**config.mk**
```make
export PLATFORM = sky130hd
export DESIGN_NAME = mipi_csi_packet_parser
export DESIGN_NICKNAME = d
export VERILOG_FILES = /design/src/rtl/mipi_csi_packet_parser.sv
export SDC_FILE = /design/constraint.sdc
export NUM_CORES = 1
export LEC_CHECK = 0
export CAP_MARGIN = 20
export CELL_PAD_IN_SITES_DETAIL_PLACEMENT = 0
export CELL_PAD_IN_SITES_GLOBAL_PLACEMENT = 1
export CORE_ASPECT_RATIO = 0.6
export CORE_MARGIN = 5
export CORE_UTILIZATION = 33
export DETAILED_ROUTE_END_ITERATION = 6
export PLACE_DENSITY = 0.8
export SYNTH_ARGS = -nofsm -noshare
export SYNTH_HDL_FRONTEND = slang
export SYNTH_SLANG_ARGS = --single-unit
```
**constraint.sdc**
```tcl
create_clock -name clk_i -period 3.05 [get_ports clk_i]
set_input_delay 0.61 -clock clk_i [delete_from_list [all_inputs] [get_ports clk_i]]
set_output_delay 0.61 -clock clk_i [all_outputs]
set_load 0.02 [all_outputs]
```
**src/rtl/mipi_csi_packet_parser.sv**
```systemverilog
// CSI-2 packet parser: decodes sync short packets and long-packet headers,
// forwards RAW10 payload words of one virtual channel with byte enables.
module mipi_csi_packet_parser #(
  parameter logic [5:0] DATA_TYPE = 6'h2B,
  parameter logic [1:0] VC        = 2'd0
) (
  input  logic        clk_i,
  input  logic        reset,
  input  logic [31:0] data_i,
  input  logic        data_valid_i,
  output logic [31:0] data_o,
  output logic        data_valid_o,
  output logic [3:0]  byte_en_o,
  output logic        frame_start_o,
  output logic        frame_end_o,
  output logic        line_start_o,
  output logic        line_end_o,
  output logic        frame_active_o,
  output logic [15:0] line_count_o,
  output logic [15:0] word_count_o,
  output logic        pkt_err_o
);

  typedef enum logic [1:0] {
    S_HDR,
    S_PAYLOAD,
    S_DRAIN
  } state_t;

  state_t      state_q, state_d;
  logic [15:0] rem_q, rem_d;
  logic [31:0] data_q, data_d;
  logic        valid_q, valid_d;
  logic [3:0]  be_q, be_d;
  logic        fs_q, fs_d;
  logic        fe_q, fe_d;
  logic        ls_q, ls_d;
  logic        le_q, le_d;
  logic        err_q, err_d;
  logic        active_q, active_d;
  logic [15:0] lc_q, lc_d;
  logic [15:0] wc_q, wc_d;

  logic [1:0]  hdr_vc;
  logic [5:0]  hdr_dt;
  logic [15:0] hdr_wc;
  logic        vc_ok;
  logic        is_sync;
  logic        is_line;
  logic [31:0] byte_mask;

  assign hdr_vc  = data_i[7:6];
  assign hdr_dt  = data_i[5:0];
  assign hdr_wc  = data_i[23:8];
  assign vc_ok   = (hdr_vc == VC);
  assign is_sync = vc_ok && (hdr_dt < 6'h04);
  assign is_line = vc_ok && (hdr_dt >= 6'h10) &&
                   (hdr_dt == DATA_TYPE) && (hdr_wc != 16'd0);

  assign byte_mask = {{8{be_d[3]}}, {8{be_d[2]}},
                      {8{be_d[1]}}, {8{be_d[0]}}};

  always_comb begin
    state_d  = state_q;
    rem_d    = rem_q;
    valid_d  = 1'b0;
    be_d     = 4'b0000;
    fs_d     = 1'b0;
    fe_d     = 1'b0;
    ls_d     = 1'b0;
    le_d     = 1'b0;
    err_d    = 1'b0;
    active_d = active_q;
    lc_d     = lc_q;
    wc_d     = wc_q;

    unique case (state_q)
      S_HDR: begin
        if (data_valid_i) begin
          state_d = S_DRAIN;
          unique case (1'b1)
            is_sync && hdr_dt == 6'h00: begin
              fs_d     = 1'b1;
              err_d    = active_q;
              active_d = 1'b1;
              lc_d     = 16'd0;
            end
            is_sync && hdr_dt == 6'h01: begin
              fe_d     = 1'b1;
              active_d = 1'b0;
            end
            is_sync && hdr_dt == 6'h02: ls_d = 1'b1;
            is_sync && hdr_dt == 6'h03: le_d = 1'b1;
            is_line: begin
              wc_d    = hdr_wc;
              rem_d   = hdr_wc;
              lc_d    = (lc_q == 16'hFFFF) ? lc_q : lc_q + 16'd1;
              state_d = S_PAYLOAD;
            end
            default: ;
          endcase
        end
      end
      S_PAYLOAD: begin
        if (data_valid_i) begin
          valid_d = 1'b1;
          if (rem_q > 16'd4) begin
            be_d  = 4'b1111;
            rem_d = rem_q - 16'd4;
          end else begin
            // last payload word: trailing CRC bytes get masked off
            unique case (rem_q[2:0])
              3'd4:    be_d = 4'b1111;
              3'd3:    be_d = 4'b0111;
              3'd2:    be_d = 4'b0011;
              default: be_d = 4'b0001;
            endcase
            rem_d   = 16'd0;
            state_d = S_DRAIN;
          end
        end else begin
          err_d   = 1'b1;
          rem_d   = 16'd0;
          state_d = S_HDR;
        end
      end
      S_DRAIN: begin
        if (!data_valid_i) state_d = S_HDR;
      end
      default: state_d = S_HDR;
    endcase

    data_d = valid_d ? (data_i & byte_mask) : 32'd0;
  end

  always_ff @(posedge clk_i or posedge reset) begin
    if (reset) begin
      state_q  <= S_HDR;
      rem_q    <= 16'd0;
      data_q   <= 32'd0;
      valid_q  <= 1'b0;
      be_q     <= 4'b0000;
      fs_q     <= 1'b0;
      fe_q     <= 1'b0;
      ls_q     <= 1'b0;
      le_q     <= 1'b0;
      err_q    <= 1'b0;
      active_q <= 1'b0;
      lc_q     <= 16'd0;
      wc_q     <= 16'd0;
    end else begin
      state_q  <= state_d;
      rem_q    <= rem_d;
      data_q   <= data_d;
      valid_q  <= valid_d;
      be_q     <= be_d;
      fs_q     <= fs_d;
      fe_q     <= fe_d;
      ls_q     <= ls_d;
      le_q     <= le_d;
      err_q    <= err_d;
      active_q <= active_d;
      lc_q     <= lc_d;
      wc_q     <= wc_d;
    end
  end

  assign data_o         = data_q;
  assign data_valid_o   = valid_q;
  assign byte_en_o      = be_q;
  assign frame_start_o  = fs_q;
  assign frame_end_o    = fe_q;
  assign line_start_o   = ls_q;
  assign line_end_o     = le_q;
  assign pkt_err_o      = err_q;
  assign frame_active_o = active_q;
  assign line_count_o   = lc_q;
  assign word_count_o   = wc_q;

endmodule
```
==> results of run 1 <==
## logic make-up after synthesis
group                      Yosys count  share of synthesized area
adders and majority gates            3                   0.009289
muxes                                4                   0.009908
AOI/OAI and AO/OA                   69                     0.1260
and+or+nand+nor                    194                     0.2576
DFF                                 92                     0.5697
buffers and inverters               23                    0.02755
## sequential cells by signal, summed over array words and instances (netlist names)
name	flops
rem_q	16
state_q	2
frame_active_o	1
frame_start_o	1
pkt_err_o	1
data_valid_o	1
line_start_o	1
word_count_o	16
line_count_o	16
byte_en_o	3
line_end_o	1
frame_end_o	1
data_o	32
## placed cells by master (no fill, tap or decap), types with 3 or more instances in the layout
cell type and count:
clkdlybuf4s50_1 109, clkbuf_16 9, o221ai_1 6, nor3b_1 4, dfrtp_1 92, nor2_1 13, o31ai_1 18, and4_1 3
or4_1 12, buf_4 23, nand4_1 5, nand2_1 69, nand2b_1 4, ha_1 3, and2_1 27, and3_1 15
a21oi_2 3, o21ai_0 10, a221o_1 6, mux2i_1 4, nor4_1 9, nand3_1 13, a21oi_1 14, inv_1 7
clkinvlp_4 3, nor3_1 8
## tightest hold or removal path, delay by kind of cell, from the launching register on
| family | cells | cell delay [ns] |
|---|---|---|
| flip-flops | 1 | 0.35 |
| AND/OR/NAND/NOR | 2 | 0.11 |
## synth_stat cells, types with 7 or more instances
master,count,area share
nand2_1,69,0.064
nor3_1,8,0.0099
a21oi_1,14,0.017
or4_1,12,0.022
inv_1,8,0.0074
dfrtp_1,92,0.57
and3_1,15,0.023
o31ai_1,18,0.033
and2_1,27,0.042
clkbuf_1,7,0.0065
nor4_1,9,0.014
nand3_1,13,0.016
o21ai_0,10,0.012
nor2_1,13,0.012
## cell type report
cell class	count	area share
repair buffers	133	0.2234
inverters	8	0.005661
multi-input cells	270	0.2833
well taps	165	0.03592
flip-flops and latches	92	0.4006
clock buffers	11	0.04050
clock inverters	5	0.01067
## metal layers
| metal | up-vias | global-route usage |
|---|---|---|
| li1 | 1652 | - |
| met1 | 1693 | 0.2490 |
| met2 | 166 | 0.2103 |
| met3 | 9 | 0.06334 |
| met4 | 0 | 0.03781 |
| met5 | - | 0 |
## worst paths after layout
| path | end | slack, ns | startpoint |
|---|---|---|---|
| min | word_count_o[11] | 0.49 | word_count_o[11] |
| min reg2reg | word_count_o[11] | 0.49 | word_count_o[11] |
| max in group asynchronous | word_count_o[9] | 1.84 | reset |
| max reg2reg | rem_q[5] | 0.41 | rem_q[6] |
| min in group asynchronous | line_start_o | 0.58 | reset |
| max | rem_q[8] | 0.34 | data_i[6] |
## power by group
group	internal, mW	total, mW	switching [mW]	leakage [nW]
clock	0.639	1.10	0.463	0.132
combinational	0.0926	0.205	0.113	1.19
sequential	1.24	1.25	0.0157	1.28
==> results.yml, run 1 <==
clock_network:
  htreeDepth: 3
  cts.sinks: 92
  root_buffer: "clkbuf_16"
  post-cts-setup-buffer-count: 0
  cts_tree: "built"
  clk_pin_slew_ns: 0.06
  clkLatencyLatePin_ns: 0.33
  cts_buffers: 9
  hold_buffers: 0
  cts_resized: 0
  clockBufferDepth: 2
final_layout:
  finalNonFillerCells: 684
  drive_gt1_frac: 0.1021
  layout.nets: 552
  area_growth_pct: 42.20
  multiInputGateArea_mm2: 0.001628
  ff_latch_area_mm2: 0.002302
  num_antenna_cells: 0
  final.fill_count: 1119
  design_area_mm2: 0.005747
  fin_util: 0.4779
timing:
  rsz0062_at_grt: "false"
  tightest_slew_ns: 0.9909
  postLayoutSetupSlackWorst_ns: 0.3366
  fin_crit_sh: 0.8896
  fmax_mhz: 368.5
  whs_ns: 0.4856
  slew_headroom: 0.3370
  hold_viol: 0
  slew_viol_final: 0
  finalCriticalPeriod_ns: 2.713
  setup_viol: 0
  fin_tns_setup_ns: 0
  skew_ns: 0.006919
routing:
  drc: 0
  drt-wirelength-per-cell_um: 17.16
  vias: 3520
  wl_met3_um: 1085
  routed_via_density: 5.146
  met2WireLength_um: 4481
  highest_layer: "met4"
  wl_um: 11740
  drt_first_pass_iters: 5
  wl_met1_um: 6066
  antenna_left: 0
  drtIter0Drc: 219
power_and_ir_drop:
  power.total_mw: 2.557
  power.density_mw_per_mm2: 445.0
  cellLeakagePower_nw: 2.593
  vdd.ir_drop.worst_uv: 241.2
logic_synthesis:
  synthArstFlopShare: 1.000
  ys_warn_count: 0
  synthFlopType: "dfrtp_1"
  syn_nets: 423
  avgSynthCellArea_um2: 10.50
  synth.distinct_cells: 45
  synth_edf_count: 0
  seq_area_frac_synth: 0.5697
  synth_seq_cells: 92
  synth.cell_area_mm2: 0.004041
  netlist_instances: 385
worst_hold_path:
  worstHoldPathType: "flop to flop"
  hold_depth: 2
critical_path:
  cp-start-kind: "primary input"
  cp-end-kind: "flop"
  cp.arrival_ns: 2.95
  critPathRequiredTime_ns: 3.28
  critPathSlowestCell: "nor2_1"
  cp_num_buf_inv: 2
  rr_worst_depth: 6
  cp.depth: 7
  worstPathMaxFanout: 13
  cpPeakStageDelay_ns: 0.77
  path_class: "primary input to flop"
  crit_chain: "clkdlybuf4s50_1 > nor4_4 > nand3_1 > nor2_1 > buf_4 > nand2_1 > o221ai_1"
  critPathTopFamily: "simple AND/OR/NAND/NOR gates"
global_route:
  grt_max_degree: 47
  grt_first_pass_wirelength_um: 18590
  grt_overflow_total: 0
  grt_pass1_vias: 3369
  grt_antenna_before_repair: 0
  grt_usage: 0.1622
die:
  rows: 31
  ios: 110
  fp.coreArea_mm2: 0.01202
  die-area_mm2: 0.01463
  initial_core_util: 0.3361
  die_x_um: 152.9
  die_h_um: 95.72
place:
  dpl-instance-area_mm2: 0.005453
  port_buffers: 109
  dpl.cell_count: 668
  dp_slack_ns: -0.05437
  gp_congestion: 0.8563
  dpl.hpwl_um: 8718
status:
  outcome: "complete, no violations"
run:
  drv_cap: 0
Power figures use the tool's default switching activity.
==> run 2, diff against run 1 <==
--- a/config.mk
+++ b/config.mk
@@ -11,6 +11,7 @@
 export CORE_ASPECT_RATIO = 0.6
 export CORE_MARGIN = 5
 export CORE_UTILIZATION = 33
+export CTS_BUF_LIST = sky130_fd_sc_hd__clkbuf_16
 export DETAILED_ROUTE_END_ITERATION = 6
 export PLACE_DENSITY = 0.8
 export SYNTH_ARGS = -nofsm -noshare
==> run 2 against run 1 <==
Setup slack better by 0.0011 ns. Register-to-register slack is essentially flat. Critical path depth unchanged. Sequential share of layout area is the same. Worst hold slack hardly changed. Maximum frequency about the same. Power is 0.15% lower. Global-route usage is the same. Via count down 0.11%. Non-clock buffer count is the same. Die area unchanged. Cell area is the same. Critical path type unchanged. Largest power group unchanged. Highest routed layer unchanged.
==> results.yml, run 2 (synthesized netlist as in run 1, its figures left out) <==
status:
  outcome: "complete, no violations"
critical_path:
  cp-end-kind: "flop"
  critPathRequiredTime_ns: 3.28
  worstPathMaxFanout: 13
  path_class: "primary input to flop"
  cp.arrival_ns: 2.95
  cp-start-kind: "primary input"
power_and_ir_drop:
  cellLeakagePower_nw: 2.601
  power.density_mw_per_mm2: 444.4
  power.total_mw: 2.554
  vdd.ir_drop.worst_uv: 241.3
clock_network:
  htreeDepth: 3
  cts.sinks: 92
  post-cts-setup-buffer-count: 0
  hold_buffers: 0
  root_buffer: "clkbuf_16"
  cts_tree: "built"
  clk_pin_slew_ns: 0.06
  clockBufferDepth: 2
  cts_resized: 0
  clkLatencyLatePin_ns: 0.33
  cts_buffers: 9
timing:
  fin_crit_sh: 0.8893
  slew_viol_final: 0
  finalCriticalPeriod_ns: 2.712
  slew_headroom: 0.3371
  fin_tns_setup_ns: 0
  hold_viol: 0
  rsz0062_at_grt: "false"
  setup_viol: 0
  fmax_mhz: 368.7
  whs_ns: 0.4856
  tightest_slew_ns: 0.9907
  skew_ns: 0.008092
  postLayoutSetupSlackWorst_ns: 0.3376
final_layout:
  largest_reg_flops: 32
  finalNonFillerCells: 684
  final_common_cell: "clkdlybuf4s50_1"
  drive_gt1_frac: 0.1021
  design_area_mm2: 0.005747
  layout.nets: 552
  layout_common_cells: "109 x clkdlybuf4s50_1, 92 x dfrtp_1, 69 x nand2_1, 27 x and2_1, 23 x buf_4"
  fin_util: 0.4779
  num_antenna_cells: 0
  area_growth_pct: 42.20
die:
  die_x_um: 152.9
  ios: 110
  fp.coreArea_mm2: 0.01202
  rows: 31
  die_h_um: 95.72
  initial_core_util: 0.3361
  die-area_mm2: 0.01463
global_route:
  grt_pass1_vias: 3369
  grt_usage: 0.1622
  grt_antenna_before_repair: 0
  grt_max_degree: 47
  grt_overflow_total: 0
  grt_first_pass_wirelength_um: 18590
place:
  port_buffers: 109
  dpl.hpwl_um: 8718
  dp_slack_ns: -0.05437
  dpl-instance-area_mm2: 0.005453
  dpl.cell_count: 668
  gp_congestion: 0.8563
routing:
  drc: 0
  wl_um: 11730
  drt-wirelength-per-cell_um: 17.15
  antenna_left: 0
  vias: 3516
  drtIter0Drc: 218
  routed_via_density: 5.140
  drt_first_pass_iters: 5
worst_hold_path:
  worstHoldPathType: "flop to flop"
run:
  drv_cap: 0
## run 2: worst max-delay path, cell delays in order
cell and delay (ns):
clkdlybuf4s50_1 0.48, nor4_4 0.41, nand3_1 0.14, nor2_1 0.77, buf_4 0.34, nand2_1 0.11, o221ai_1 0.08
## run 2: path summary, 6_finish.rpt
check                                 startpoint               end  slack, ns  cells past startpoint
worst max-delay path                   data_i[6]          rem_q[8]       0.34                      7
worst min-delay path            word_count_o[11]  word_count_o[11]       0.49                      2
worst max register to register          rem_q[6]          rem_q[5]       0.42                      6
worst min register to register  word_count_o[11]  word_count_o[11]       0.49                      2
max in group asynchronous                  reset   word_count_o[9]       1.84                      3
min in group asynchronous                  reset      line_start_o       0.58                      2
## run 2: power by group
group | internal [mW] | switching (mW) | total (mW)
logic | 0.0926 | 0.113 | 0.205
clock network | 0.632 | 0.465 | 1.10
registers | 1.24 | 0.0157 | 1.25
total | 1.96 | 0.594 | 2.55
## run 2: layout make-up
cell class | instances | area (µm²)
Fill cell | 1119 | 6277
Sequential cell | 92 | 2302
Multi-Input combinational cell | 270 | 1628
Timing Repair Buffer | 133 | 1284
Clock buffer | 9 | 225.2
Tap cell | 165 | 206.4
Clock inverter | 7 | 68.82
Inverter | 8 | 32.53
## run 2: metal layers
layer / global-route usage / share of wire / up-vias
met3: 0.06334 / 0.090 / 9
met4: 0.03781 / 0.0089 / 0
met5: 0 / 0 / -
li1: - / - / 1650
met1: 0.2490 / 0.52 / 1702
met2: 0.2103 / 0.38 / 155
==> run 3, diff against run 2 <==
--- a/config.mk
+++ b/config.mk
@@ -13,6 +13,7 @@
 export CORE_UTILIZATION = 33
 export CTS_BUF_LIST = sky130_fd_sc_hd__clkbuf_16
 export DETAILED_ROUTE_END_ITERATION = 6
+export GPL_TIMING_DRIVEN = 0
 export PLACE_DENSITY = 0.8
 export SYNTH_ARGS = -nofsm -noshare
 export SYNTH_HDL_FRONTEND = slang
==> run 3 against run 2 <==
Non-clock buffer count decreased by 6. Largest power group unchanged. Wire length increased by 2.0%. Worst hold slack got worse by 0.0035 ns. Maximum frequency decreased by 4.6%. Global-route usage increased by 0.40 points. Combinational power decreased by 2%. Critical path type unchanged. Critical path depth increased by 3. Cell area decreased by 1.2%. Via count increased by 0.11%. Setup slack got worse by 0.13 ns. Cell count decreased by 0.88%.
==> results.yml, run 3 (synthesized netlist as in run 1, its figures left out) <==
critical_path:
  r2r-start: "rem_q[6]"
  worstPathMaxFanout: 10
  critPathRequiredTime_ns: 3.24
  r2r_setup_slack_ns: 0.49
  rr_worst_depth: 5
  cp.arrival_ns: 3.04
  cp-start-kind: "primary input"
  cp-end-kind: "flop"
  cp-startpoint: "data_i[20]"
  path_class: "primary input to flop"
  r2r_end: "rem_q[9]"
timing:
  fin_crit_sh: 0.9323
  hold_viol: 0
  rsz0062_at_grt: "false"
  finalCriticalPeriod_ns: 2.844
  fin_tns_setup_ns: 0
  fmax_mhz: 351.7
  slew_viol_final: 0
  postLayoutSetupSlackWorst_ns: 0.2064
  slew_headroom: 0.3923
  skew_ns: 0.005979
  tightest_slew_ns: 0.9116
  setup_viol: 0
routing:
  drt-wirelength-per-cell_um: 17.66
  drtIter0Drc: 269
  drc: 0
  antenna_left: 0
  routed_via_density: 5.192
  vias: 3520
  wl_um: 11970
  drt_first_pass_iters: 4
die:
  rows: 31
  die-area_mm2: 0.01463
  ios: 110
  initial_core_util: 0.3361
  die_h_um: 95.72
  fp.coreArea_mm2: 0.01202
  die_x_um: 152.9
final_layout:
  num_antenna_cells: 0
  layout.nets: 546
  fin_util: 0.4724
  largest_reg_flops: 32
  layout_common_cells: "109 x clkdlybuf4s50_1, 92 x dfrtp_1, 69 x nand2_1, 27 x and2_1, 18 x o31ai_1"
  multiInputGateArea_mm2: 0.001639
  ff_latch_area_mm2: 0.002302
  final_common_cell: "clkdlybuf4s50_1"
  area_growth_pct: 40.56
  final.fill_count: 1130
  finalNonFillerCells: 678
  drive_gt1_frac: 0.07992
global_route:
  busiest_layer: "met1"
  grt_antenna_before_repair: 0
  grt_util_met2: 0.2276
  met3_usage: 0.07412
  grt_max_degree: 69
  met1_usage: 0.2391
  grt_overflow_total: 0
  grt_first_pass_wirelength_um: 19000
  grt_pass1_vias: 3453
  grt_usage: 0.1662
power_and_ir_drop:
  vdd.ir_drop.worst_uv: 297.7
  cellLeakagePower_nw: 2.561
  power.density_mw_per_mm2: 446.4
worst_hold_path:
  hold_depth: 2
  worstHoldPathType: "flop to flop"
  holdPathEnd: "word_count_o[11]"
  hold_start: "word_count_o[11]"
place:
  gp_congestion: 0.8183
  port_buffers: 109
  dpl.hpwl_um: 8801
  dpl.cell_count: 660
  dp_slack_ns: -0.5477
run:
  drv_cap: 0
clock_network:
  root_buffer: "clkbuf_16"
  clockBufferDepth: 2
  cts_tree: "built"
  hold_buffers: 0
  clkLatencyLatePin_ns: 0.34
  cts.sinks: 92
  cts_buffers: 9
  clk_pin_slew_ns: 0.06
  htreeDepth: 3
status:
  outcome: "complete, no violations"
-- run 3: cell count changes in the layout (fill, tap and decap cells not counted), sizes merged --
cell      before  now
buf           24   11
clkbuf         9   16
clkinv         0    4
clkinvlp       3    0
inv           11   10
-- run 3: what timing repair did --
| item | 4_1_cts | 5_1_grt |
|---|---|---|
| cloned | 0 | 0 |
| setup buffers | 2 | 0 |
| pin swaps | 1 | 0 |
| endpoints found under the setup margin | 24 | 2 |
| resized for setup | 1 | 1 |
-- run 3: final cells by class --
| cell class | instances | share of cell area |
|---|---|---|
| Sequential cell | 92 | 0.4053 |
| Multi-Input combinational cell | 270 | 0.2885 |
| Tap cell | 165 | 0.03634 |
| Buffer | 15 | 0.01432 |
| Inverter | 8 | 0.005727 |
| Timing Repair Buffer | 112 | 0.1996 |
| Clock buffer | 9 | 0.03965 |
| Clock inverter | 7 | 0.01057 |
-- run 3: report_power, final --
| part | leakage, nW | internal, mW | switching (mW) | total [mW] |
|---|---|---|---|---|
| sequential | 1.28 | 1.24 | 0.0149 | 1.25 |
| combinational | 1.14 | 0.0872 | 0.114 | 0.201 |
| clock | 0.149 | 0.625 | 0.459 | 1.08 |
-- run 3: worst max-delay path: stages --
cell and delay, ns:
clkdlybuf4s50_1 0.54, nor4_2 0.39, nand4_1 0.14, buf_4 0.19
and4b_1 0.17, clkbuf_1 0.20, buf_2 0.24, buf_2 0.20
o31ai_1 0.26, a21oi_1 0.10
-- run 3: worst max path at each step --
| stage | endpoint | cells past startpoint |
|---|---|---|
| after floorplan | byte_en_o[1] | 1 |
| after global routing | line_count_o[6] | 10 |
| after global placement | data_o[13] | 2 |
| after CTS | line_count_o[2] | 9 |
| after detailed placement | line_count_o[5] | 9 |
| final | line_count_o[8] | 10 |
-- run 3: layer usage --
metal  vias to the layer above  wire (µm)
li1                       1635          -
met1                      1723       5893
met2                       148       4763
met3                        14       1175
met4                         0        141
met5                         -          0
-- run 3: per-stage QoR --
step                power (mW)  cell area, µm²  hold WS [ns]
floorplan                1.364            4041        0.4796
global placement         1.465            5339        0.4595
detailed placement       1.473            5369        0.4696
CTS                      2.563            5675        0.4868
global route             2.652            5680        0.5161
finish                   2.535            5680        0.4821
